## config.mk

```make
export PLATFORM = sky130hd
export DESIGN_NAME = mem_requester_flat
export DESIGN_NICKNAME = d
export VERILOG_FILES = /design/src/rtl/mem_requester_if.sv /design/src/rtl/mem_requester.sv /design/src/flat_wrapper.sv
export SDC_FILE = /design/constraint.sdc
export NUM_CORES = 1
export LEC_CHECK = 0
export CAP_MARGIN = 0
export CORE_ASPECT_RATIO = 0.5
export CORE_MARGIN = 2
export CORE_UTILIZATION = 30
export CTS_CLUSTER_SIZE = 16
export DETAILED_ROUTE_END_ITERATION = 8
export PLACE_DENSITY = 0.69
export SLEW_MARGIN = 40
export SYNTH_ARGS = -nofsm -noshare
export SYNTH_HDL_FRONTEND = slang
export SYNTH_SLANG_ARGS = --single-unit
export TNS_END_PERCENT = 1
```

## constraint.sdc

```tcl
create_clock -name clk -period 2.4 [get_ports clk]
set_input_delay 0.48 -clock clk [delete_from_list [all_inputs] [get_ports clk]]
set_output_delay 0.48 -clock clk [all_outputs]
set_load 0.03 [all_outputs]
```

## src/rtl/mem_requester_if.sv

```systemverilog
// Memory-side bus of mem_requester: ownership handshake plus the memory
// control/address/data lines. The requester is the master; the memory/arbiter side is the slave.
interface mem_requester_if;
    logic        bus_req;
    logic        bus_grant;
    logic [1:0]  mem_control;
    logic [63:0] mem_addr;
    logic [63:0] mem_datIn;
    logic        mem_arbiter;
    logic [63:0] mem_wb_data;
    logic        mem_ready;

    modport master (
        output bus_req,
        output mem_control,
        output mem_addr,
        output mem_datIn,
        output mem_arbiter,
        input  bus_grant,
        input  mem_wb_data,
        input  mem_ready
    );

    modport slave (
        input  bus_req,
        input  mem_control,
        input  mem_addr,
        input  mem_datIn,
        input  mem_arbiter,
        output bus_grant,
        output mem_wb_data,
        output mem_ready
    );
endinterface

```

## src/rtl/mem_requester.sv

```systemverilog
// Single-outstanding load/store requester: takes one pipeline memory op,
// arbitrates for the memory, performs the access with a timeout and reports completion.
module mem_requester #(
    parameter int unsigned TIMEOUT = 255
) (
    input  logic                  clk,
    input  logic                  rst,
    input  logic                  op_valid,
    input  logic [1:0]            op_type,
    input  logic [63:0]           op_addr,
    input  logic [63:0]           op_data,
    output logic                  stall,
    output logic [63:0]           ld_data,
    output logic                  ld_valid,
    output logic                  done,
    output logic                  err,
    output logic                  err_sticky,
    mem_requester_if.master       mem
);

    localparam logic [1:0] OP_LOAD  = 2'b01;
    localparam logic [1:0] OP_STORE = 2'b10;
    localparam logic [1:0] OP_NONE  = 2'b00;
    localparam logic [7:0] CNT_LAST = 8'(TIMEOUT - 32'd1);

    typedef enum logic [1:0] {
        ST_IDLE   = 2'd0,
        ST_REQ    = 2'd1,
        ST_ACCESS = 2'd2,
        ST_DONE   = 2'd3
    } state_t;

    state_t      state_r;
    state_t      state_s;
    logic [7:0]  cnt_r;
    logic [7:0]  cnt_s;
    logic [1:0]  type_r;
    logic [63:0] addr_r;
    logic [63:0] data_r;

    logic        legal_s;
    logic        aligned_s;
    logic        capture_s;
    logic        fail_s;
    logic        ld_capture_s;
    logic        access_next_s;
    logic        busy_next_s;

    logic        stall_r;
    logic [63:0] ld_data_r;
    logic        ld_valid_r;
    logic        done_r;
    logic        err_r;
    logic        err_sticky_r;
    logic        bus_req_r;
    logic [1:0]  mem_control_r;
    logic [63:0] mem_addr_r;
    logic [63:0] mem_datIn_r;
    logic        mem_arbiter_r;

    assign legal_s   = op_valid & ((op_type == OP_LOAD) | (op_type == OP_STORE));
    assign aligned_s = (op_addr[2:0] == 3'b000);

    // Next-state, access counter and the events that decide the DONE outcome
    always_comb begin
        state_s      = state_r;
        cnt_s        = cnt_r;
        capture_s    = 1'b0;
        fail_s       = 1'b0;
        ld_capture_s = 1'b0;
        case (state_r)
            ST_IDLE: begin
                if (legal_s) begin
                    if (aligned_s) begin
                        state_s   = ST_REQ;
                        capture_s = 1'b1;
                    end else begin
                        state_s = ST_DONE;
                        fail_s  = 1'b1;
                    end
                end else begin
                    state_s = ST_IDLE;
                end
            end
            ST_REQ: begin
                if (mem.bus_grant) begin
                    state_s = ST_ACCESS;
                    cnt_s   = 8'd0;
                end else begin
                    state_s = ST_REQ;
                end
            end
            ST_ACCESS: begin
                // A ready in the final allowed cycle still counts as success
                if (mem.mem_ready) begin
                    state_s      = ST_DONE;
                    ld_capture_s = (type_r == OP_LOAD);
                end else if (cnt_r == CNT_LAST) begin
                    state_s = ST_DONE;
                    fail_s  = 1'b1;
                end else begin
                    state_s = ST_ACCESS;
                    cnt_s   = cnt_r + 8'd1;
                end
            end
            ST_DONE: begin
                state_s = ST_IDLE;
            end
            default: begin
                state_s = ST_IDLE;
                cnt_s   = 8'd0;
            end
        endcase
    end

    assign access_next_s = (state_s == ST_ACCESS);
    assign busy_next_s   = (state_s == ST_REQ) | (state_s == ST_ACCESS);

    // State register, latched operation and outputs registered from the next state
    always_ff @(posedge clk) begin
        if (rst) begin
            state_r       <= ST_IDLE;
            cnt_r         <= 8'd0;
            type_r        <= OP_NONE;
            addr_r        <= 64'd0;
            data_r        <= 64'd0;
            stall_r       <= 1'b0;
            ld_data_r     <= 64'd0;
            ld_valid_r    <= 1'b0;
            done_r        <= 1'b0;
            err_r         <= 1'b0;
            err_sticky_r  <= 1'b0;
            bus_req_r     <= 1'b0;
            mem_control_r <= 2'b00;
            mem_addr_r    <= 64'd0;
            mem_datIn_r   <= 64'd0;
            mem_arbiter_r <= 1'b0;
        end else begin
            state_r <= state_s;
            cnt_r   <= cnt_s;
            if (capture_s) begin
                type_r <= op_type;
                addr_r <= op_addr;
                data_r <= op_data;
            end
            if (ld_capture_s) begin
                ld_data_r <= mem.mem_wb_data;
            end
            stall_r       <= busy_next_s;
            ld_valid_r    <= ld_capture_s;
            done_r        <= (state_s == ST_DONE);
            err_r         <= fail_s;
            err_sticky_r  <= err_sticky_r | fail_s;
            bus_req_r     <= busy_next_s;
            mem_arbiter_r <= access_next_s;
            mem_control_r <= access_next_s ? type_r : OP_NONE;
            mem_addr_r    <= access_next_s ? addr_r : 64'd0;
            mem_datIn_r   <= access_next_s ? data_r : 64'd0;
        end
    end

    // The pipeline must be held in the same cycle a legal op is presented
    assign stall           = stall_r | ((state_r == ST_IDLE) & legal_s);
    assign ld_data         = ld_data_r;
    assign ld_valid        = ld_valid_r;
    assign done            = done_r;
    assign err             = err_r;
    assign err_sticky      = err_sticky_r;
    assign mem.bus_req     = bus_req_r;
    assign mem.mem_control = mem_control_r;
    assign mem.mem_addr    = mem_addr_r;
    assign mem.mem_datIn   = mem_datIn_r;
    assign mem.mem_arbiter = mem_arbiter_r;

endmodule

```

## src/flat_wrapper.sv

```systemverilog
// flat-port wrapper written by rule: the top's interface ports become plain ports
module mem_requester_flat 
#(
    parameter int unsigned TIMEOUT = 255
)
  (clk, rst, op_valid, op_type, op_addr, op_data, stall, ld_data, ld_valid, done, err, err_sticky, mem_bus_req, mem_mem_control, mem_mem_addr, mem_mem_datIn, mem_mem_arbiter, mem_bus_grant, mem_mem_wb_data, mem_mem_ready);
  mem_requester_if mem_i ();
  input  logic clk;
  input  logic rst;
  input  logic op_valid;
  input  logic [1:0] op_type;
  input  logic [63:0] op_addr;
  input  logic [63:0] op_data;
  output logic stall;
  output logic [63:0] ld_data;
  output logic ld_valid;
  output logic done;
  output logic err;
  output logic err_sticky;
  output wire logic [$bits(mem_i.bus_req)-1:0] mem_bus_req;
  output wire logic [$bits(mem_i.mem_control)-1:0] mem_mem_control;
  output wire logic [$bits(mem_i.mem_addr)-1:0] mem_mem_addr;
  output wire logic [$bits(mem_i.mem_datIn)-1:0] mem_mem_datIn;
  output wire logic [$bits(mem_i.mem_arbiter)-1:0] mem_mem_arbiter;
  input wire logic [$bits(mem_i.bus_grant)-1:0] mem_bus_grant;
  input wire logic [$bits(mem_i.mem_wb_data)-1:0] mem_mem_wb_data;
  input wire logic [$bits(mem_i.mem_ready)-1:0] mem_mem_ready;
  assign mem_bus_req = mem_i.bus_req;
  assign mem_mem_control = mem_i.mem_control;
  assign mem_mem_addr = mem_i.mem_addr;
  assign mem_mem_datIn = mem_i.mem_datIn;
  assign mem_mem_arbiter = mem_i.mem_arbiter;
  assign mem_i.bus_grant = mem_bus_grant;
  assign mem_i.mem_wb_data = mem_mem_wb_data;
  assign mem_i.mem_ready = mem_mem_ready;
  mem_requester #(.TIMEOUT(TIMEOUT)) u_core (.clk(clk), .rst(rst), .op_valid(op_valid), .op_type(op_type), .op_addr(op_addr), .op_data(op_data), .stall(stall), .ld_data(ld_data), .ld_valid(ld_valid), .done(done), .err(err), .err_sticky(err_sticky), .mem(mem_i));
endmodule
```

Yosys cells after proc, flatten, opt, wreduce, memory -nomap -nowiden
Cells that the tools add are included.

Word-level logic and storage cells: 61. Output and inout port bits: 201. Bits in registers: 340. Input port bits: 199.

Reduce and logical (&&, ||, !) cells: 5. Muxes and demuxes: 20. Add/sub/neg operators: 1. Eq/ne operators: 13. Bitwise logic cells: 7.

Operators by type and width (count): 2-to-1 mux 8 bit (3); one-hot mux 8 bit (2 select lines) (1); == test 2 bit (second input constant) (5); 2-to-1 mux 1 bit (10); adder 8 x 1 -> 8 bit (second input constant) (1); == test 2 x 1 -> 1 bit (second input constant) (4); == test 8 bit (second input constant) (1); 2-to-1 mux 2 bit (4); one-hot mux 2 bit (4 select lines) (1); != test 2 bit (second input constant) (3); OR 1 bit (4); AND reduction 4 bit (1); logical NOT 3 bit (1); AND 1 bit (2); logical NOT 2 bit (1); one-hot mux 1 bit (2 select lines) (1); nonzero test 2 bit (1); OR reduction 2 bit (1); NOT 1 bit (1).

Logic depth before layout (Yosys ltp)
Word-level depth: 8. Gate-level depth with buffers: 11. Depth with buffers taken out: 9.

Worst setup path after synthesis
OpenSTA, ideal clock, no wires.

Path kind: reg-to-reg. From: reg u_core.cnt_r[0]. To: reg u_core.mem_datIn_r[54], in the netlist u_core.mem.mem_datIn[54]. Period minus slack after synthesis: 2077 ps. Setup slack: 323 ps. Buffers on the path: 2. Arrival time: 2018 ps. Setup time: 59 ps. Cell stages (with the launch flop): 12. Cells stage by stage: dfxtp_1 -> inv_1 -> ha_1 -> and3_1 -> a21oi_1 -> o21ai_0 -> nand2_1 -> ha_1 -> nor2b_1 -> clkbuf_1 -> clkbuf_1 -> and2_1.

Longest elaborated chain between the ends: 7.

Ends and longest elaborated chain: from (decl) (RTL line mem_requester.sv:35) `logic [7:0] cnt_r;`; from (signal assigned) (RTL line mem_requester.sv:140) `cnt_r <= cnt_s;`; == test 8 bit (RTL line mem_requester.sv:98) `end else if (cnt_r == CNT_LAST) begin`; 2-to-1 mux 1 bit (RTL line mem_requester.sv:98); 2-to-1 mux 2 bit (RTL line mem_requester.sv:95) `if (mem.mem_ready) begin`; one-hot mux 2 bit (4 select lines) (RTL line mem_requester.sv:71) `case (state_r)`; == test 2 bit (RTL line mem_requester.sv:116) `assign access_next_s = (state_s == ST_ACCESS);`; named net u_core.access_next_s (RTL line mem_requester.sv:46) `logic access_next_s;`; NOT 1 bit (no source line); OR reduction 2 bit (no source line); to (signal assigned) (RTL line mem_requester.sv:158) `mem_datIn_r <= access_next_s ? data_r : 64'd0;`; to (decl) (RTL line mem_requester.sv:58) `logic [63:0] mem_datIn_r;`.

The timed path passes the listed nets, and every way through them passes these cells. A chain may end at the register's enable or synchronous reset.

Worst setup path after layout
From: reg u_core.state_r[0]. To: out stall.

Longest elaborated chain between the ends: 3.

Ends and longest elaborated chain: from (decl) (RTL line mem_requester.sv:33) `state_t state_r;`; from (signal assigned) (RTL line mem_requester.sv:139) `state_r <= state_s;`; logical NOT 2 bit (RTL line mem_requester.sv:163) `assign stall = stall_r | ((state_r == ST_IDLE) & legal_s);`; AND 1 bit (RTL line mem_requester.sv:163); OR 1 bit (RTL line mem_requester.sv:163); to (decl) (RTL line flat_wrapper.sv:14) `output logic stall;`.

No other way between the ends.

==> Flow_metrics.wiki <==
{| class="wikitable"
! Metric !! Value
|-
| Outcome || finished clean
|-
| Synthesized-area fraction occupied by and/or/nand/nor cells || 0.227
|-
| Clk pin slew, worst setup/hold paths || 0.06 ns
|-
| Antenna Nets Post-Route || 0
|-
| Dpl hpwl || 22.2 mm
|-
| Clock sink count || 340
|-
| Via count of the first global-routing pass || 8891
|-
| Final number of max-transition violations || 0
|-
| Leakage component of the power || 5.96 nW
|-
| Worst hold stages || 2
|-
| Root buffer cell || sky130_fd_sc_hd__clkbuf_16
|-
| Top Ports || 400
|-
| Startpoint types || register
|-
| PwrDens || 695 nW/um^2
|-
| Net total in the final layout || 1796
|-
| Post-synth top flop || sky130_fd_sc_hd__dfxtp_1
|-
| Worst slew margin relative to its limit || 0.674
|-
| DR iter-0 viols || 453
|-
| Clk buf depth || 3
|-
| H-tree levels || 1
|-
| EDFF count, synth || 0
|-
| CTS buffer count || 31
|-
| Placeable Area || 35900 sq um
|-
| Share of synthesized cell area in full adder, half adder and majority cells || 0.00457
|-
| TritonCTS clock tree || done
|-
| Unrepaired setup endpoints after global routing || false
|-
| Global Route Usage Sum || 0.163
|-
| Number of placement rows || 49
|-
| Combinational family with the most area after synthesis || simple AND/OR/NAND/NOR gates
|-
| Min Clock Period, post-route || 2.25 ns
|-
| Post-cts repair resize count || 0
|-
| Final count of hold timing violations || 0
|-
| Residual overflow from global routing || 0
|-
| Minimum setup slack after placement || -0.133 ns
|-
| VDD IR max || 0.528 mV
|-
| # hold bufs at CTS || 0
|-
| XOR/XNOR share of the synthesized area || 0.000800
|-
| Critical Path, Cell by Cell || nand2b_1, nor2_1, buf_4, a21o_1, buf_4
|-
| Width of the chip || 274 um
|-
| Fmax || 0.445 GHz
|-
| Type of the worst setup path || register to output port
|-
| Number of register bits inferred by synthesis || 340
|-
| Max capacitance violation total || 0
|-
| Number of endpoints failing setup at the final stage || 0
|-
| CP max FO || 6
|-
| Compound-gate portion of the synthesized area || 0.105
|-
| Starting utilization of the core area || 0.305
|-
| Slowest stage cell on the critical path || sky130_fd_sc_hd__dfxtp_1
|-
| Transition time at the pin with the least slew margin || 0.489 ns
|-
| Final worst setup slack || 0.153 ns
|-
| Crit path buffers/inverters || 2
|-
| Multiplexer share of the synthesized area || 0
|-
| Area fraction of the dominant cell type after synthesis || 0.622
|-
| Global-route wire length before repair || 49.3 mm
|-
| Largest stage delay on the critical path || 0.44 ns
|-
| Cell type with the largest total area after synthesis || sky130_fd_sc_hd__dfxtp_1
|-
| Final critical-path share of the clock period || 0.936
|-
| Layout-stage area growth over the synthesis result || 52.3%
|-
| Top delay family on crit path || flip-flops
|-
| Top cells by area in the synthesized netlist || sky130_fd_sc_hd__dfxtp_1, sky130_fd_sc_hd__nand2_1, sky130_fd_sc_hd__a21oi_1, sky130_fd_sc_hd__and2_1, sky130_fd_sc_hd__clkbuf_1
|-
| First-pass detailed-route iteration total || 4
|-
| Critical Path Most Common Cell || sky130_fd_sc_hd__buf_4
|-
| WP depth || 5
|-
| Clk_lat worst skew || 0.57 ns
|-
| Fraction of final layout cells with drive strength greater than 1 || 0.0625
|-
| Die area || 38100 sq um
|-
| Required time of the critical path || 1.92 ns
|-
| Final weighted congestion in routability-driven placement || 0.834
|-
| Routed via count || 9077
|-
| Post-synthesis area per instance || 9.11 sq um
|-
| Count of warnings emitted by yosys || 0
|-
| Arrival @ worst endpoint || 1.77 ns
|-
| Distinct cell type count after synthesis || 37
|-
| Buffers on Ports || 399
|-
| Maximum number of pins on one net before global-route repair || 102
|-
| Height of the die || 139 um
|-
| Worst Setup End Kind || output port
|-
| Number of nets produced by synthesis || 1405
|-
| Number of antenna violations at the first check in global routing || 1
|-
| Count of mapped cells out of synthesis || 1202
|-
| Post-Synthesis Cell Area || 10900 sq um
|-
| Average wire length per cell after detail routing || 15.2 um
|-
| Sequential fraction of the synthesis area || 0.622
|-
| Detailed-route vias per instance || 4.32
|-
| Clock skew || 0.00773 ns
|-
| Post CTS Setup Buffer Count || 0
|-
| Worst hold margin || 0.173 ns
|-
| Drt drc || 0
|-
| Hold Crit Class || primary input to register
|-
| Total Wirelength || 31.9 mm
|-
| Async set or reset register ratio after synthesis || 0
|-
| Number of cells on the worst reg-to-reg path || 11
|}
[area by class of cell]
| class | instances | area (sq um) |
|---|---|---|
| fillers | 3429 | 19300 |
| clock buffers | 45 | 928 |
| repair buffers | 438 | 4470 |
| clock inverters | 10 | 119 |
| diodes | 1 | 2.50 |
| multi-input cells | 777 | 3720 |
| well taps | 484 | 606 |
| inverters | 5 | 18.8 |
| flip-flops and latches | 340 | 6810 |
[worst register-to-register path: stages (launching register included)]
cell,delay [ns]
sky130_fd_sc_hd__dfxtp_1,0.33
sky130_fd_sc_hd__inv_1,0.09
sky130_fd_sc_hd__ha_1,0.17
sky130_fd_sc_hd__and3_1,0.19
sky130_fd_sc_hd__a21oi_1,0.08
sky130_fd_sc_hd__o21ai_0,0.26
sky130_fd_sc_hd__nand2_1,0.10
sky130_fd_sc_hd__ha_1,0.26
sky130_fd_sc_hd__nor2b_4,0.15
sky130_fd_sc_hd__buf_12,0.16
sky130_fd_sc_hd__buf_12,0.15
sky130_fd_sc_hd__and2_1,0.17
[cell families after synthesis]
family	count (synthesis)
DFF	340
and+or+nand+nor	553
adders and majority gates	4
xor gates and xnor gates	1
AOI/OAI and AO/OA	219
buffers and inverters	85
[layout by cell type, fill, tap and decap left out, types with 2 or more instances in the layout]
cell	instances
sky130_fd_sc_hd__ha_1	4
sky130_fd_sc_hd__bufinv_16	2
sky130_fd_sc_hd__inv_1	5
sky130_fd_sc_hd__buf_12	15
sky130_fd_sc_hd__clkbuf_16	31
sky130_fd_sc_hd__nand2_1	387
sky130_fd_sc_hd__a21oi_1	196
sky130_fd_sc_hd__clkdlybuf4s50_1	397
sky130_fd_sc_hd__nand2b_1	2
sky130_fd_sc_hd__dfxtp_1	340
sky130_fd_sc_hd__clkinv_2	6
sky130_fd_sc_hd__o21ai_0	7
sky130_fd_sc_hd__nand3_1	5
sky130_fd_sc_hd__clkbuf_1	4
sky130_fd_sc_hd__a31oi_1	6
sky130_fd_sc_hd__and2_1	129
sky130_fd_sc_hd__a21o_1	2
sky130_fd_sc_hd__buf_4	25
sky130_fd_sc_hd__and3_1	9
sky130_fd_sc_hd__nor2_1	8
sky130_fd_sc_hd__clkbuf_8	10
[power by group]
group	switching, W	leakage, nW	internal, W
registers	0.0000282	2.74	0.00569
logic	0.000346	2.70	0.000459
clock network	0.00216	0.524	0.00290
total	0.00254	5.96	0.00905
[path summary, 6_finish.rpt]
kind	startpoint	end	slack, ns
min reg2reg	u_core.data_r[38]	u_core.mem.mem_datIn[38]	0.45
min	rst	u_core.cnt_r[3]	0.17
max reg2reg	u_core.cnt_r[0]	u_core.mem.mem_addr[51]	0.19
max	u_core.state_r[0]	stall	0.15
[metrics by stage]
stage	total power, W	std cells	area [sq um]	utilization	TNS [ns]
finish	0.0116	2100	16700	0.464	0
global route	0.0120	2100	16700	0.464	0
CTS	0.0117	2099	16700	0.464	0
detailed placement	0.00665	2044	15600	0.435	-19.46
global placement	0.00665	2044	15600	0.435	-17.20
floorplan	0.00611	1202	10900	-	0
[synthesized netlist by cell type (2+ instances only)]
master	n
sky130_fd_sc_hd__a21oi_1	196
sky130_fd_sc_hd__nand2_1	387
sky130_fd_sc_hd__or3_1	2
sky130_fd_sc_hd__buf_2	23
sky130_fd_sc_hd__a31oi_1	6
sky130_fd_sc_hd__nand2b_1	2
sky130_fd_sc_hd__nor2_1	8
sky130_fd_sc_hd__nor2b_1	2
sky130_fd_sc_hd__buf_4	4
sky130_fd_sc_hd__and2_1	129
sky130_fd_sc_hd__clkbuf_1	41
sky130_fd_sc_hd__and3_1	9
sky130_fd_sc_hd__ha_1	4
sky130_fd_sc_hd__o21ai_0	7
sky130_fd_sc_hd__nand3_1	5
sky130_fd_sc_hd__a21o_1	2
sky130_fd_sc_hd__dfxtp_1	340
sky130_fd_sc_hd__buf_6	12
sky130_fd_sc_hd__inv_1	5
[layer usage]
layer / GRT usage / vias up / share of wire
met3: 0.0265 / 47 / 0.030
met2: 0.308 / 146 / 0.54
met4: 0.0449 / 0 / 0.022
met1: 0.189 / 4260 / 0.40
met5: 0 / - / 0
li1: - / 4624 / -
[state kept, by name (all words and copies together) (netlist names), 2 cells and up]
| register | count |
|---|---|
| u_core.cnt_r | 8 |
| u_core.addr_r | 64 |
| u_core.type_r | 2 |
| u_core.mem.mem_datIn | 64 |
| u_core.ld_data | 64 |
| u_core.data_r | 64 |
| u_core.mem.mem_control | 2 |
| u_core.state_r | 2 |
| u_core.mem.mem_addr | 64 |
Note: power is estimated with default switching activity, not from simulation.
